## config.mk

```make
export PLATFORM = sky130hd
export DESIGN_NAME = fmap_serializer_pp
export DESIGN_NICKNAME = d
export VERILOG_FILES = /design/src/rtl/fmap_serializer_pp.sv
export SDC_FILE = /design/constraint.sdc
export NUM_CORES = 2
export LEC_CHECK = 0
export ABC_AREA = 0
export CAP_MARGIN = 25
export CORE_ASPECT_RATIO = 1.1
export CORE_MARGIN = 2
export CORE_UTILIZATION = 33
export CTS_BUF_LIST = sky130_fd_sc_hd__clkbuf_4 sky130_fd_sc_hd__clkbuf_8
export CTS_CLUSTER_DIAMETER = 100
export DETAILED_ROUTE_END_ITERATION = 10
export PLACE_DENSITY = 0.49
export RECOVER_POWER = 50
export SYNTH_ARGS = -nofsm -noshare
export SYNTH_HDL_FRONTEND = slang
export SYNTH_SLANG_ARGS = --single-unit
```

## constraint.sdc

```tcl
create_clock -name i_sclk -period 6 [get_ports i_sclk]
set_input_delay 1.2 -clock i_sclk [delete_from_list [all_inputs] [get_ports i_sclk]]
set_output_delay 1.2 -clock i_sclk [all_outputs]
set_load 0.1 [all_outputs]
```

## src/rtl/fmap_serializer_pp.sv

```systemverilog
// fmap_serializer_pp: ping-pong feature-map buffer with channel-serial readout.
// CH channels of WD-bit activations are captured DEPTH words per frame into one of
// two RAM banks while the other bank is streamed out channel by channel in linear
// or stride-transposed order through a 2-entry output FIFO.
// Optional build macro FMAP_CH_TAG_EN adds o_ch, the channel index of o_tdata.
module fmap_serializer_pp #(
  parameter int unsigned WD     = 3,
  parameter int unsigned CH     = 16,
  parameter int unsigned DEPTH  = 16,
  parameter int unsigned STRIDE = 4
) (
  input  logic                     i_sclk,
  input  logic                     i_rstn,
  input  logic                     i_sof,
  input  logic                     i_valid,
  input  logic [CH*WD-1:0]         i_tdata,
  input  logic                     i_mode,
  output logic                     o_in_ready,
  output logic                     o_overflow,
  output logic                     o_valid,
  input  logic                     i_ready,
  output logic [WD-1:0]            o_tdata,
  output logic                     o_last
`ifdef FMAP_CH_TAG_EN
  ,
  output logic [$clog2(CH)-1:0]    o_ch
`endif
);

  localparam int unsigned AW = $clog2(DEPTH);
  localparam int unsigned CW = $clog2(CH);
  localparam int unsigned R  = DEPTH / STRIDE;

  typedef enum logic [0:0] {StIdle, StRun} state_e;

  typedef struct packed {
`ifdef FMAP_CH_TAG_EN
    logic [CW-1:0] ch;
`endif
    logic          last;
    logic [WD-1:0] data;
  } entry_t;

  // Transposed order: (e mod R)*STRIDE + e/R; with powers of two this is pure wiring.
  function automatic logic [AW-1:0] tr_addr(input logic [AW-1:0] e);
    int unsigned ei;
    ei = 32'(e);
    return AW'(((ei % R) * STRIDE) + (ei / R));
  endfunction

  // Write side state
  logic [AW-1:0] wr_addr_q, wr_addr_d;
  logic          wr_bank_q, wr_bank_d;
  logic [1:0]    full_q, full_d;
  logic          ovf_q, ovf_d;
  logic          wr_ready, wr_en, fill;
  logic [AW-1:0] wr_ptr;

  // Read FSM state
  state_e        state_q, state_d;
  logic          rd_bank_q, rd_bank_d;
  logic          mode_q, mode_d;
  logic [CW-1:0] ch_q, ch_d;
  logic [AW-1:0] e_q, e_d;
  logic          issue, frame_done, can_issue;
  logic [AW-1:0] rd_addr;
  logic [CW-1:0] iss_ch;
  logic          iss_last;

  // Read pipeline and output FIFO
  logic [CH*WD-1:0] mem_q [2*DEPTH];
  logic [CH*WD-1:0] rd_row_q;
  logic             inf_q, inf_last_q;
  logic [CW-1:0]    inf_ch_q;
  entry_t           head_q, head_d, tail_q, tail_d, push_e;
  logic             h_vld_q, h_vld_d, t_vld_q, t_vld_d;
  logic             pop, push;
  logic [2:0]       occ;

  // Write pointer, bank fill/empty flags and sticky overflow
  always_comb begin
    wr_ready  = ~full_q[wr_bank_q];
    wr_en     = i_valid & wr_ready;
    wr_ptr    = i_sof ? '0 : wr_addr_q;
    fill      = wr_en & ~i_sof & (wr_addr_q == AW'(DEPTH - 1));
    wr_addr_d = wr_addr_q;
    wr_bank_d = wr_bank_q;
    full_d    = full_q;
    ovf_d     = ovf_q | (i_valid & ~wr_ready);
    if (i_sof) begin
      wr_addr_d = wr_en ? AW'(1) : '0;
    end else if (wr_en) begin
      if (fill) begin
        wr_addr_d = '0;
        wr_bank_d = ~wr_bank_q;
      end else begin
        wr_addr_d = wr_addr_q + AW'(1);
      end
    end
    // Fill and empty always target different banks, so both can land together.
    if (fill)       full_d[wr_bank_q] = 1'b1;
    if (frame_done) full_d[rd_bank_q] = 1'b0;
  end

  // Write side registers
  always_ff @(posedge i_sclk or negedge i_rstn) begin
    if (!i_rstn) begin
      wr_addr_q <= '0;
      wr_bank_q <= 1'b0;
      full_q    <= '0;
      ovf_q     <= 1'b0;
    end else begin
      wr_addr_q <= wr_addr_d;
      wr_bank_q <= wr_bank_d;
      full_q    <= full_d;
      ovf_q     <= ovf_d;
    end
  end

  // Issue a read only if its word is guaranteed a FIFO slot on return
  always_comb begin
    pop       = h_vld_q & i_ready;
    occ       = 3'(h_vld_q) + 3'(t_vld_q) + 3'(inf_q);
    can_issue = occ < (3'd2 + 3'(pop));
  end

  // Read FSM: walk channels (outer) and words (inner) of the full bank
  always_comb begin
    state_d    = state_q;
    rd_bank_d  = rd_bank_q;
    mode_d     = mode_q;
    ch_d       = ch_q;
    e_d        = e_q;
    issue      = 1'b0;
    frame_done = 1'b0;
    rd_addr    = '0;
    iss_ch     = ch_q;
    iss_last   = 1'b0;
    unique case (state_q)
      StIdle: begin
        // First word (ch 0, e 0) issues straight from idle to save a cycle.
        iss_ch = '0;
        if (full_q[rd_bank_q] && can_issue) begin
          issue   = 1'b1;
          mode_d  = i_mode;
          ch_d    = '0;
          e_d     = AW'(1);
          state_d = StRun;
        end
      end
      StRun: begin
        if (can_issue) begin
          issue    = 1'b1;
          rd_addr  = mode_q ? tr_addr(e_q) : e_q;
          iss_last = (ch_q == CW'(CH - 1)) && (e_q == AW'(DEPTH - 1));
          if (e_q == AW'(DEPTH - 1)) begin
            e_d = '0;
            if (ch_q == CW'(CH - 1)) begin
              frame_done = 1'b1;
              rd_bank_d  = ~rd_bank_q;
              state_d    = StIdle;
            end else begin
              ch_d = ch_q + CW'(1);
            end
          end else begin
            e_d = e_q + AW'(1);
          end
        end
      end
      default: state_d = StIdle;
    endcase
  end

  // Read FSM and in-flight read tracking registers
  always_ff @(posedge i_sclk or negedge i_rstn) begin
    if (!i_rstn) begin
      state_q    <= StIdle;
      rd_bank_q  <= 1'b0;
      mode_q     <= 1'b0;
      ch_q       <= '0;
      e_q        <= '0;
      inf_q      <= 1'b0;
      inf_last_q <= 1'b0;
      inf_ch_q   <= '0;
    end else begin
      state_q    <= state_d;
      rd_bank_q  <= rd_bank_d;
      mode_q     <= mode_d;
      ch_q       <= ch_d;
      e_q        <= e_d;
      inf_q      <= issue;
      inf_last_q <= iss_last;
      inf_ch_q   <= iss_ch;
    end
  end

  // Dual-port bank RAM: one write port, one registered read port
  always_ff @(posedge i_sclk) begin
    if (wr_en) mem_q[{wr_bank_q, wr_ptr}] <= i_tdata;
    if (issue) rd_row_q <= mem_q[{rd_bank_q, rd_addr}];
  end

  // Two-entry output FIFO; the head entry drives the outputs directly
  always_comb begin
    push        = inf_q;
    push_e      = '0;
    push_e.data = rd_row_q[inf_ch_q*WD +: WD];
    push_e.last = inf_last_q;
`ifdef FMAP_CH_TAG_EN
    push_e.ch   = inf_ch_q;
`endif
    head_d  = head_q;
    tail_d  = tail_q;
    h_vld_d = h_vld_q;
    t_vld_d = t_vld_q;
    if (pop) begin
      if (t_vld_q) begin
        head_d = tail_q;
        if (push) tail_d = push_e;
        else      t_vld_d = 1'b0;
      end else if (push) begin
        head_d = push_e;
      end else begin
        h_vld_d = 1'b0;
      end
    end else if (push) begin
      if (!h_vld_q) begin
        head_d  = push_e;
        h_vld_d = 1'b1;
      end else begin
        tail_d  = push_e;
        t_vld_d = 1'b1;
      end
    end
  end

  // Output FIFO registers
  always_ff @(posedge i_sclk or negedge i_rstn) begin
    if (!i_rstn) begin
      head_q  <= '0;
      tail_q  <= '0;
      h_vld_q <= 1'b0;
      t_vld_q <= 1'b0;
    end else begin
      head_q  <= head_d;
      tail_q  <= tail_d;
      h_vld_q <= h_vld_d;
      t_vld_q <= t_vld_d;
    end
  end

  assign o_in_ready = wr_ready;
  assign o_overflow = ovf_q;
  assign o_valid    = h_vld_q;
  assign o_tdata    = head_q.data;
  assign o_last     = head_q.last;
`ifdef FMAP_CH_TAG_EN
  assign o_ch       = head_q.ch;
`endif

endmodule

```

Word level (Yosys, flattened, before mapping)
Memories as Yosys holds them, arrays and structs flattened. A register that Yosys moved wholly into a read port is not among the register bits.
Cells that the tools add are included.
Storage, ports and cells
  register bits after elaboration: 35
  latch bits: 0
  memory bits (writable): 1536
  bits in read-only memories: 0
  input port bits: 54
  output and inout bits: 7
  logic and storage cells: 137
  memories: 1
Memories
  mem_q: depth 32, bits a word 48, rd ports 1, clocked after Yosys merged registers in 1, wr ports 1, RTL line 71  | logic [CH*WD-1:0] mem_q [2*DEPTH];
Cells by class
  add/sub/neg operators: 7
  $mul: 1
  divide/modulo/power cells: 0
  order comparisons: 5
  equal/unequal tests: 12
  shift operators: 1
  mux-type cells: 61
  bitwise logic cells: 14
  reduce and logical (&&, ||, !) cells: 17
Operators with widths (number)
  $mux W4: 24
  $shiftx A48 B7 Y3: 1
  $mux W1: 29
  $pmux W4 S2: 2
  $add A4 B1 Y4 const B: 3
  $eq A4 B4 Y1 const B: 3
  $ne A2 B2 Y1 const B: 6
  $reduce_and A4 Y1: 3
  $reduce_and A3 Y1: 3
  $reduce_bool A2 Y1: 4
  $mul A4 B2 Y6 const B: 1
  $ne A2 B1 Y1 const B: 3
  $reduce_and A2 Y1: 3
  $and A1 B1 Y1: 5
  $not A1 Y1: 5
  $add A4 B2 Y4: 1
  $logic_and A1 B1 Y1: 4
  $lt A1 B2 Y1 const B: 2
  $mux W2: 2
  $pmux W1 S2: 2
  $add A2 B1 Y3: 1
  $add A2 B1 Y3 const A: 1
  $lt A3 B3 Y1: 1
  $add A1 B1 Y2: 1
  6 further kinds: 8

Logic depth before layout (Yosys ltp)
  depth after elaboration: 9
  gate-level depth with buffers: 11
  depth with buffers taken out: 8

Least setup slack after synthesis
OpenSTA, ideal clock, no wires.
  path type: flip-flop to flip-flop
  from: register wr_bank_q
  to: memory mem_q[13][0] in the netlist's numbering, enable pin
  setup time: 454 ps
  data arrival time: 5227 ps
  required time: 5546 ps
  slack: 319 ps
  cell stages (with the launch flop): 6
  buffers on the path: 1
  clock period less this slack: 5681 ps
  path through: dfrtp_1 > mux2i_1 > nand2_1 > or4_1 > clkbuf_1 > nor2_1
On the way
  longest elaborated chain between the ends: 6
RTL lines
  from (decl): RTL line 53  | logic wr_bank_q, wr_bank_d;
  from (signal assigned): RTL line 114  | wr_bank_q <= wr_bank_d;
  $mux W1 (not written as such) (2 in a row): RTL line 82  | wr_ready = ~full_q[wr_bank_q];
  $not A1 Y1: RTL line 82
  via o_in_ready: RTL line 18  | output logic o_in_ready,
  $and A1 B1 Y1: RTL line 83  | wr_en = i_valid & wr_ready;
  $mux W1: RTL line 199  | if (wr_en) mem_q[{wr_bank_q, wr_ptr}] <= i_tdata;
  $mux W1 (not written as such): RTL line 199
  to (decl): RTL line 71
The timed path passes the listed nets, and every way through them passes these cells. The select of a mux whose other input is x is not followed.

Worst setup path after layout
  from: register h_vld_q, in the netlist o_valid
  to: register rd_row_q[13] (read register of mem_q), data pin
On the way
  longest elaborated chain between the ends: 6
  elaborated cells between the ends (all ways): 11
  classes of those cells: 3 x add/sub; 1 x order compare; 5 x mux; 1 x bitwise; 1 x reduce/logical
RTL lines
  from (decl): RTL line 76  | logic h_vld_q, h_vld_d, t_vld_q, t_vld_d;
  from (signal assigned): RTL line 247  | h_vld_q <= h_vld_d;
  $add A1 B1 Y2 / $and A1 B1 Y1 (equally long branches): RTL line 123, 122
  $add A2 B1 Y3 (on tied branches): RTL line 123, 124
  $lt A3 B3 Y1 *: RTL line 124  | can_issue = occ < (3'd2 + 3'(pop));
  $logic_and A1 B1 Y1: RTL line 143  | if (full_q[rd_bank_q] && can_issue) begin
  $mux W1: RTL line 143
  $pmux W1 S2: RTL line 139  | unique case (state_q)
  to (decl): RTL line 72  | logic [CH*WD-1:0] rd_row_q;
Every way passes the cells marked *; elsewhere a longest branch is shown, timed or not.
A chain may end at the register's enable or synchronous reset.

==> metrics.txt <==
leakage power 0.0239 µW; Power Dens Cells approximately 480 mW/mm²; vias in the first global route ~40,000; CTS resizes 0; Synth Area in Compound Gates 15.3%; largest net degree at the start of global routing 96; status complete, but fails checks; CTS Buffer Depth 4; Ys Warns 0; Top FF cell, synth edfxtp_1; synthesized area 0.0650 mm²; Remaining DRCs 0; Initial DRC Count 4,774; Worst Skew 0.0658 ns; Sinks on Clock Net between 1,500 and 2,000; syn_nets between 4,000 and 5,000; crit path kind flip-flop to flip-flop; unrepaired setup endpoints after global routing no; Total Routed Length approximately 220 mm; Die Ht 469 µm; Die W 427 µm; synth unique cells 53; Data arrival, critical path around 5.5 ns; GR Util All Layers a little over a fifth; Syn Inst Count around 4,200; Final Max Slew Viols roughly 280; initial antenna violation count 21; WL/cell between 30 and 40 µm; reg-to-reg endpoint rd_row_q[13]; final worst path period need 4.60 ns; xor and xnor area share after synthesis less than 1%; failing checks capacitance limit, slew limit; core area around 0.20 mm²; Final HPWL DP approximately 110 mm; cts hold-fix bufs 0; postcts setup bufs 0; Initial DRT Pass Iterations 6; Power Total between 30,000 and 40,000 µW; Worst Reg-to-Reg Cells 7; relative slew slack -73.0%; hold_ws between 0.4 and 0.5 ns; CP endpoint rd_row_q[13]; Via Count between 40,000 and 50,000; Max FO, Critical Path 34; placed insts about 6,700; TritonCTS buffer count 283; Final Hold Fails 0; Initial Util about a third; Max H-tree Level 5; first-pass GRT wire length 309 mm; Synth Area per Inst 15.3 µm²; Final setup violation count 0; fin util between 30% and 40%; Clock Tree Root clkbuf_8; num rows 170; Worst-path clk slew 0.06 ns; FFs w/ async S/R, synth approximately 2.2%; crit start category flip-flop; RR Startpoint o_valid; Port-buffer cells 60; routability cong. roughly 0.8; worst hold path class flip-flop to flip-flop; highest clock rate between 200 and 250 MHz; Critical Path End Type flip-flop; fraction of layout cells with a size suffix above 1 14.5%; r2r setup slk 1.40 ns; grt total ovfl 0; die area between 0.2 and 0.25 mm²; most frequent cells in the layout edfxtp_1, nand2_1, a21oi_1; Post-DRT Antenna Nets 0; EDFF count, synth 1,584; Synth Register Bits 1,619; vias per cell 5.79; commonest non-fill, non-tap cell in the layout edfxtp_1; Ports between 60 and 70; Clock Latency Late Sink 1.01 ns; setup TNS 0 ns; Data required, critical path 6.86 ns; largest family of logic cells by synthesized area compound AO/OA/AOI/OAI gates; area delta synth->final 14.3%; Non-Filler Instances 7,148; maxcap violations 8; post-synthesis mux area share 2.40%; nets 4,449; sequential fraction of the synthesis area between 70% and 80%; Worst Setup SP o_valid; crit share post-route 76.6%; Worst-Margin Slew 2.59 ns; area share of fa/ha/maj cells after synthesis 0.0886%; CTS tree done; worst vdd ir approximately 0.54 mV; simple-gate portion of the synthesized area 4.92%
logic make-up after synthesis:
group / Yosys count
compound gates: 1382
xor+xnor: 5
fa+ha+maj: 4
buf+inv: 417
flops: 1619
mux: 122
simple gates: 694
worst min-delay path by stage:
stage	start	to	slack, ns	cells past startpoint
2_1_floorplan	tail_q[1]	o_tdata[1]	0.45	2
3_3_place_gp	o_overflow	o_overflow	0.46	1
3_5_place_dp	o_overflow	o_overflow	0.46	1
4_1_cts	i_rstn	o_overflow	0.23	1
5_1_grt	o_overflow	o_overflow	0.49	1
6_report	o_overflow	o_overflow	0.48	1
routing by layer:
metal	vias to the layer above	track usage (%)	share of wire [%]
li1	17400	-	-
met1	21700	30.1	43
met2	1895	33.4	47
met3	380	3.72	7.3
met4	8	6.75	2.6
met5	-	0	0.026
report_power, final:
part | switching (µW) | internal (µW) | leakage (µW)
clock | 4400 | 5120 | 0.00270
combinational | 8810 | 4000 | 0.00649
sequential | 453 | 13000 | 0.0147
total | 13700 | 22100 | 0.0239
worst max-delay path, cell delays in order (launching register included):
cell and delay (ns):
dfrtp_1 0.51, fa_1 0.55, nand3b_1 0.24, a21oi_4 0.27
clkbuf_1 1.87, nand2b_1 0.36, a221oi_1 0.42, o32a_1 0.19
final cells by class:
class | count | area (µm²)
clock inverters | 53 | 230
well taps | 2580 | 3230
multi-input cells | 2207 | 15200
clock buffers | 400 | 4830
repair buffers | 218 | 2100
flip-flops and latches | 1619 | 48500
diodes | 9 | 22.5
fillers | 18100 | 121000
inverters | 62 | 239
Yosys cell counts (all sizes together) (3+ instances only):
master,count,area share (%)
edfxtp,1584,73
nand2,408,2.4
a21oi,350,2.7
a221oi,288,3.9
clkbuf,220,1.3
nand2b,196,1.9
a211oi,191,2.2
o22ai,146,1.4
buf,135,1.0
mux2,103,1.8
o21ai,63,0.49
inv,61,0.35
a222oi,51,0.79
a221o,50,0.77
nor2,50,0.29
a21o,48,0.55
o32a,48,0.74
a211o,47,0.63
a22oi,47,0.54
o31ai,47,0.54
dfrtp,35,1.3
mux4,15,0.52
and2,13,0.13
nand3,7,0.054
nor3,5,0.046
mux2i,4,0.087
nor2b,4,0.039
o21bai,4,0.046
xor2,4,0.054
ha,3,0.058
nand3b,3,0.035
flip-flops by register name, summed over array words and instances, names as in the netlist, 3 cells and up:
signal / count
rd_row_q: 48
mem_q: 1536
wr_addr_q: 4
inf_ch_q: 4
ch_q: 4
o_tdata: 3
tail_q: 4
e_q: 4
metrics by stage:
step	instance area (µm²)	worst slack [ns]
floorplan	65000	0.319
detailed placement	69400	1.43
global route	74300	1.25
CTS	74500	1.56
finish	74300	1.40
global placement	69100	1.49
No activity file was read; power rests on OpenSTA's default activity.
